File: src/rtl/vec_data_mem.sv
// vec_data_mem: lane-serial vector load/store responder over a single-port word array.
// Define VEC_DATA_MEM_ADDR_FAULT_EN to reject requests that run past the top of storage.
module vec_data_mem #(
    parameter int registerSize = 8,
    parameter int vectorSize   = 4,
    parameter int addrWidth    = 16,
    parameter int memDepth     = 256
) (
    input  logic                                       clk,
    input  logic                                       rst,
    input  logic                                       req,
    input  logic                                       we,
    input  logic                                       vec,
    input  logic [addrWidth-1:0]                       addr,
    input  logic [vectorSize-1:0][registerSize-1:0]    wdata,
    output logic [vectorSize-1:0][registerSize-1:0]    rdata,
    output logic                                       ack,
    output logic                                       busy,
    output logic                                       fault
);
    localparam int AW = $clog2(memDepth);
    localparam int LW = vectorSize > 1 ? $clog2(vectorSize) : 1;
    localparam logic [1:0] IDLE = 2'd0, ACCESS = 2'd1, DONE = 2'd2;

    logic [1:0] state;
    logic we_r, vec_r;
    logic [AW-1:0] base, idx;
    logic [LW-1:0] lane;
    logic last;
    logic [vectorSize-1:0][registerSize-1:0] wdata_r;
    logic [registerSize-1:0] mem [memDepth];

    assign idx  = base + AW'(lane);
    assign last = lane == LW'(vec_r ? vectorSize - 1 : 0);
    assign ack  = state == DONE;
    assign busy = state != IDLE;

`ifdef VEC_DATA_MEM_ADDR_FAULT_EN
    logic fault_r, over;
    logic [addrWidth:0] end_addr;
    // End address is computed one bit wider so a request straddling the top cannot wrap
    assign end_addr = {1'b0, addr} + (addrWidth + 1)'(vec ? vectorSize - 1 : 0);
    assign over     = end_addr >= (addrWidth + 1)'(memDepth);
    assign fault    = ack & fault_r;
`else
    assign fault = 1'b0;
`endif

    always_ff @(posedge clk) begin
        if (rst) begin
            state <= IDLE;
            rdata <= '0;
            lane  <= '0;
`ifdef VEC_DATA_MEM_ADDR_FAULT_EN
            fault_r <= 1'b0;
`endif
        end else begin
            case (state)
                IDLE: if (req) begin
                    we_r    <= we;
                    vec_r   <= vec;
                    base    <= addr[AW-1:0];
                    wdata_r <= wdata;
                    lane    <= '0;
                    rdata   <= '0;
`ifdef VEC_DATA_MEM_ADDR_FAULT_EN
                    fault_r <= over;
                    state   <= over ? DONE : ACCESS;
`else
                    state   <= ACCESS;
`endif
                end
                ACCESS: begin
                    if (!we_r) rdata[lane] <= mem[idx];
                    lane <= lane + 1'b1;
                    if (last) state <= DONE;
                end
                DONE: begin
                    state <= IDLE;
`ifdef VEC_DATA_MEM_ADDR_FAULT_EN
                    fault_r <= 1'b0;
`endif
                end
                default: state <= IDLE;
            endcase
        end
    end

    // Storage is never cleared; reset only suppresses the in-flight lane write
    always_ff @(posedge clk) begin
        if (!rst && state == ACCESS && we_r) mem[idx] <= wdata_r[lane];
    end
endmodule
File: config.mk
export PLATFORM = sky130hd
export DESIGN_NAME = vec_data_mem
export DESIGN_NICKNAME = d
export VERILOG_FILES = /design/src/rtl/vec_data_mem.sv
export SDC_FILE = /design/constraint.sdc
export NUM_CORES = 2
export LEC_CHECK = 0
export ABC_CLOCK_PERIOD_IN_PS = 4490
export CELL_PAD_IN_SITES_DETAIL_PLACEMENT = 0
export CELL_PAD_IN_SITES_GLOBAL_PLACEMENT = 2
export CORE_AREA = 2 2 434 436
export DETAILED_ROUTE_END_ITERATION = 8
export DIE_AREA = 0 0 436 438
export PLACE_DENSITY = 0.71
export SLEW_MARGIN = 20
export SYNTH_ARGS = -nofsm -noshare
export SYNTH_HDL_FRONTEND = slang
export SYNTH_SLANG_ARGS = --single-unit
File: constraint.sdc
create_clock -name clk -period 4.49 [get_ports clk]
set_input_delay 0.449 -clock clk [delete_from_list [all_inputs] [get_ports clk]]
set_output_delay 0.449 -clock clk [all_outputs]
set_load 0.05 [all_outputs]
* Word-level counts from Yosys, hierarchy flattened *
Memories as Yosys holds them, arrays and structs flattened.
Cells that the tools add are included.

word-level totals
  register bits after elaboration = 78
  latch bits = 0
  bits in writable memories = 2048
  ROM bits = 0
  bits of input ports = 53
  output and inout port bits = 35
  word-level logic and storage cells = 52
  memories kept = 1

cells by class
  $add $sub $neg = 2
  multipliers = 0
  div/mod/pow operators = 0
  magnitude comparators = 2
  equal/unequal tests = 6
  shifts and indexed selects = 0
  muxes and demuxes = 16
  bitwise gates (word level) = 1
  reduce and logical (&&, ||, !) cells = 11

memories
  memory  depth  bits a word  rd ports  clocked after memory_dff  write ports  RTL line  source
  mem     256    8            1         0                         1            31        logic [registerSize-1:0] mem [memDepth];

operators with widths
  operator               number
  $mux W32               2
  $pmux W32 S2           1
  $bwmux W32             1
  $bmux W8 S2            1
  $demux W8 S2           1
  $mux W8                2
  $add A8 B2 Y8          1
  $mux W2                4
  $pmux W2 S2            2
  $ne A2 B2 Y1 const B   3
  $reduce_and A3 Y1      2
  $reduce_and A2 Y1      2
  $reduce_bool A2 Y1     2
  $logic_and A1 B1 Y1    3
  $lt A2 B3 Y1 const B   1
  $add A2 B1 Y2 const B  1
  $eq A2 B1 Y1 const B   1
  $eq A2 B2 Y1           1
  $eq A2 B2 Y1 const B   1
  $ge A2 B1 Y1 const B   1
  $logic_not A2 Y1       1
  $mux W1                2
  $logic_not A1 Y1       1
  $not A1 Y1             1

* Longest topological paths before layout *
  word-level depth = 7
  depth in mapped cells = 16
  mapped depth without buffers = 10

* Worst setup path before layout *
Ideal clock, no wire load.

  kind = register to register
  start = register state[0]
  end = register base[0] (enable)
  library setup time = 493 ps
  data arrival time = 3569 ps
  required time = 3997 ps
  slack = 428 ps
  cell stages (with the launch flop) = 4
  path buffers = 1
  clock period less this slack = 4062 ps
  path through = dfxtp_1 > clkbuf_1 > nand2b_1 > nor3_1

on the way
  longest elaborated chain between the ends = 2

RTL lines
  item                                RTL line  source
  start: declaration                  25        logic [1:0] state;
  start signal: assignment            51        state <= IDLE;
  start signal: assignment            70        state <= ACCESS;
  start signal: assignment            76        if (last) state <= DONE;
  $logic_not A2 Y1                    58        case (state)
  $reduce_and A3 Y1 (no source line)  --
  end signal: assignment              62        base <= addr[AW-1:0];
  end: declaration                    27        logic [AW-1:0] base, idx;

Every way passes these cells.
A chain may end at the register's enable or synchronous reset.

* Worst setup path after layout *
  start = register base[0]
  end = register rdata[2] in the netlist's numbering

on the way
  longest elaborated chain between the ends = 5

RTL lines
  item                            RTL line  source
  $add A8 B2 Y8                   33        assign idx = base + AW'(lane);
  $mem_v2 Z256 W8                 --
  $bwmux W32                      74        if (!we_r) rdata[lane] <= mem[idx];
  $mux W32                        74
  $pmux W32 S2                    58
  end signal: indexed assignment  74
  end: declaration                16        output logic [vectorSize-1:0][registerSize-1:0] rdata,

Every way passes these cells. The select of a mux whose other input is x is not followed.

==> PnR_summary.wiki <==
{| class="wikitable"
! Metric !! Value
|-
| Final hold viol count || 0
|-
| Horiz. Die Dim || 436 µm
|-
| Endpoint required time on the critical path || 5270 ps
|-
| Maximum vdd ir drop || 0.474 mV
|-
| Power density cells || 446 mW/mm²
|-
| Clock latency of the later-clocked register in the worst-skew pair || 850 ps
|-
| Port-buffer cells || 78
|-
| Overall routing resource usage || 24.7%
|-
| Worst-path maximum fanout || 20
|-
| Drt wl/cell || 31.1 µm
|-
| Post-layout utilization of the core || 52.4%
|-
| Final weighted congestion in routability-driven placement || 0.851
|-
| Min Clock Period, post-route || 4450 ps
|-
| Worst setup EP type || flip-flop
|-
| Critical Path Source Type || flip-flop
|-
| Standard cell area after detailed placement || 0.0903 mm²
|-
| Wire length of the first global-routing pass || 336,000 µm
|-
| Die area || 0.191 mm²
|-
| DRT Pass-1 Iters || 6
|-
| Crit Path Class || reg -> reg
|-
| Post-layout instance count excluding filler cells || 7,658
|-
| Remaining global-route overflow || 0
|-
| Number of nets with antenna violations after detailed routing || 0
|-
| Hold WC Path Type || in -> reg
|-
| Summed instance area of the synthesized netlist || 0.0835 mm²
|-
| Post-synthesis cell type with the largest combined area || sky130_fd_sc_hd__edfxtp_1
|-
| Commonest non-fill, non-tap cell in the layout || sky130_fd_sc_hd__edfxtp_1
|-
| Vias per cell || 5.87
|-
| Maximum clock frequency || 225 MHz
|-
| Core area || 0.187 mm²
|-
| Highest-count cells in the layout ignoring fill and taps || 2,090 x sky130_fd_sc_hd__edfxtp_1, 444 x sky130_fd_sc_hd__nand2_1, 443 x sky130_fd_sc_hd__buf_4, 381 x sky130_fd_sc_hd__mux4_2, 312 x sky130_fd_sc_hd__nor2_1
|-
| Starting utilization of the core area || 44.8%
|-
| Ports placed on the boundary || 88
|-
| Yosys top cell area share || 75.2%
|-
| Pin count of the biggest net entering global routing || 248
|-
| Worst flop-to-flop path startpoint || base[0]
|-
| Post-synthesis cell count || 4,457
|-
| Standard-cell row count || 159
|-
| Number of placed instances, taps included || 7,232
|-
| Cell chosen for the clock root || sky130_fd_sc_hd__clkbuf_16
|-
| Share of the clock period used by the worst path after layout || 99.0%
|-
| Detailed-route DRC error count || 0
|-
| Number of library cell types mapped by synthesis || 83
|-
| Vias || 45,000
|-
| Part of the Yosys area used for sequential elements || 76.0%
|-
| Count of yosys warnings during synthesis || 0
|-
| Vias in the first global route || 44,600
|-
| Prevailing post-synth register cell || sky130_fd_sc_hd__edfxtp_1
|-
| NumNets Final || 5,038
|-
| Number of enable flip-flop cells after synthesis || 2,090
|-
| Clock sink total || 2,126
|-
| Average instance area after synthesis || 18.7 µm²
|-
| WP data arrival || 5220 ps
|-
| Post-route design area || 0.0978 mm²
|-
| Outcome || completed
|-
| Number of nets produced by synthesis || 4,517
|-
| Worst slew margin relative to its limit || 23.6%
|-
| Final WL || 238,000 µm
|-
| Number of buffers on the longest clock path || 3
|-
| LEAKAGE || 31.8 nW
|-
| Initial antenna violation count || 8
|-
| Final setup fails || 0
|-
| TritonCTS clock tree || yes
|-
| Fraction of synthesis flops using an asynchronous set or reset pin || 0%
|-
| H-tree lvl count || 4
|-
| Slew Limit Fails || 0
|-
| Unrepaired setup endpoints after global routing || true
|-
| P&R area growth vs syn || 17.1%
|-
| Vert. Die Dim || 438 µm
|-
| Clock-pin transition on the worst setup and hold timing paths || 60 ps
|-
| Total power of the final layout || 0.0436 W
|-
| Fraction of final layout cells sized beyond drive strength 1 || 24.9%
|-
| Number of buffers created by CTS || 217
|-
| Biggest area contributors in the synthesized netlist || sky130_fd_sc_hd__edfxtp_1 75%, sky130_fd_sc_hd__mux4_2 10%, sky130_fd_sc_hd__mux2i_1 2.1%, sky130_fd_sc_hd__nand2_1 2.0%, sky130_fd_sc_hd__nor2_1 1.5%
|-
| Number of max-cap violations || 0
|-
| Worst Tran Pin Value || 1140 ps
|-
| Synth Register Bits || 2,126
|-
| Launch point of the critical path || base[0]
|-
| Worst-case clock skew || 25.6 ps
|-
| DRC violation total after the first TritonRoute iteration || 4,917
|-
| HPWL after detailed placement || 151,000 µm
|-
| Startpoint of the lowest-slack hold path || wdata[5]
|}
==> synth_stat cells, drive strengths merged (6+ instances only) <==
cell type,n
a221oi,18
dfxtp,36
mux4,391
a311oi,7
and2,16
a22o,32
a2111oi,16
nand2b,7
nor4,9
a211o,9
a41oi,6
a211oi,12
nor2,323
or2,7
nand3b,8
o211ai,19
mux2i,175
a21oi,82
a21o,7
o21ai,34
a31oi,30
or3,10
clkbuf,99
nand2,451
and3,18
nor2b,6
nand4,33
edfxtp,2090
ha,6
nor3,25
buf,188
nand3,126
a22oi,46
a32oi,29
mux2,17
==> cell families after synthesis <==
family,synth area share [%]
xor gates and xnor gates,0.0734
DFF,76.0
buffers and inverters,2.09
AOI/OAI and AO/OA,3.34
muxes,12.9
adders and majority gates,0.114
other,0.00449
and+or+nand+nor,5.48
==> through the flow <==
stage               worst slack, ps  hold slack [ps]  setup TNS (ps)
floorplan                       428              548               0
global placement               -848              438           -7720
detailed placement             -378              438           -5470
CTS                            2.22             90.9               0
global route                  -16.4              123           -24.9
finish                         44.3              162               0
==> area by class of cell <==
class                           count  area, µm²
Fill cell                       15000      88800
Clock inverter                    127       1200
Tap cell                         2495       3120
Antenna cell                        1       2.50
Timing Repair Buffer              589       5520
Clock buffer                      276       5760
Inverter                            5       21.3
Sequential cell                  2126      63500
Multi-Input combinational cell   2039      18700
==> power by group <==
group          switching [W]  internal (W)  total [W]  leakage, nW
registers          0.0000211        0.0220     0.0221         19.1
clock network        0.00759        0.0101     0.0177         3.39
logic                0.00239       0.00141    0.00380         9.29
==> routing by layer <==
metal / routed length, µm / part of all wire, % / track usage, % / vias up
li1: - / - / - / 19000
met1: 99900 / 42 / 34.9 / 23900
met2: 113000 / 47 / 38.9 / 1712
met3: 17600 / 7.4 / 4.46 / 402
met4: 7970 / 3.3 / 8.39 / 10
met5: 100 / 0.042 / 0 / -
==> worst paths after layout <==
check          endpoint  slack (ps)  cells after the start
min          wdata_r[5]         160                      1
max            rdata[2]          40                     14
min reg2reg    rdata[6]         440                      2
max reg2reg    rdata[2]          40                     14
==> timing repair <==
item	4_1_cts	5_1_grt
pin swaps	0	8
setup endpoints to repair	29	23
hold buffers	0	0
gates resized for setup	9	31
buffers inserted	4	12
gates cloned	0	6
==> state kept, by name (all words and copies together) (netlist names) <==
| signal | cells |
|---|---|
| mem | 2048 |
| rdata | 32 |
| wdata_r | 32 |
| base | 8 |
| lane | 2 |
| state | 2 |
| vec_r | 1 |
| we_r | 1 |
==> worst max-delay path: stages (launching register included) <==
cell	delay, ps
sky130_fd_sc_hd__edfxtp_1	420
sky130_fd_sc_hd__ha_4	200
sky130_fd_sc_hd__fa_4	960
sky130_fd_sc_hd__buf_12	220
sky130_fd_sc_hd__buf_16	220
sky130_fd_sc_hd__mux4_2	210
sky130_fd_sc_hd__nand2_1	60
sky130_fd_sc_hd__and3_1	220
sky130_fd_sc_hd__a31oi_1	150
sky130_fd_sc_hd__buf_4	180
sky130_fd_sc_hd__o32a_1	260
sky130_fd_sc_hd__o211ai_1	330
sky130_fd_sc_hd__nor4_4	550
sky130_fd_sc_hd__buf_4	210
sky130_fd_sc_hd__a22o_1	130
(Power assumes the default switching activity.)
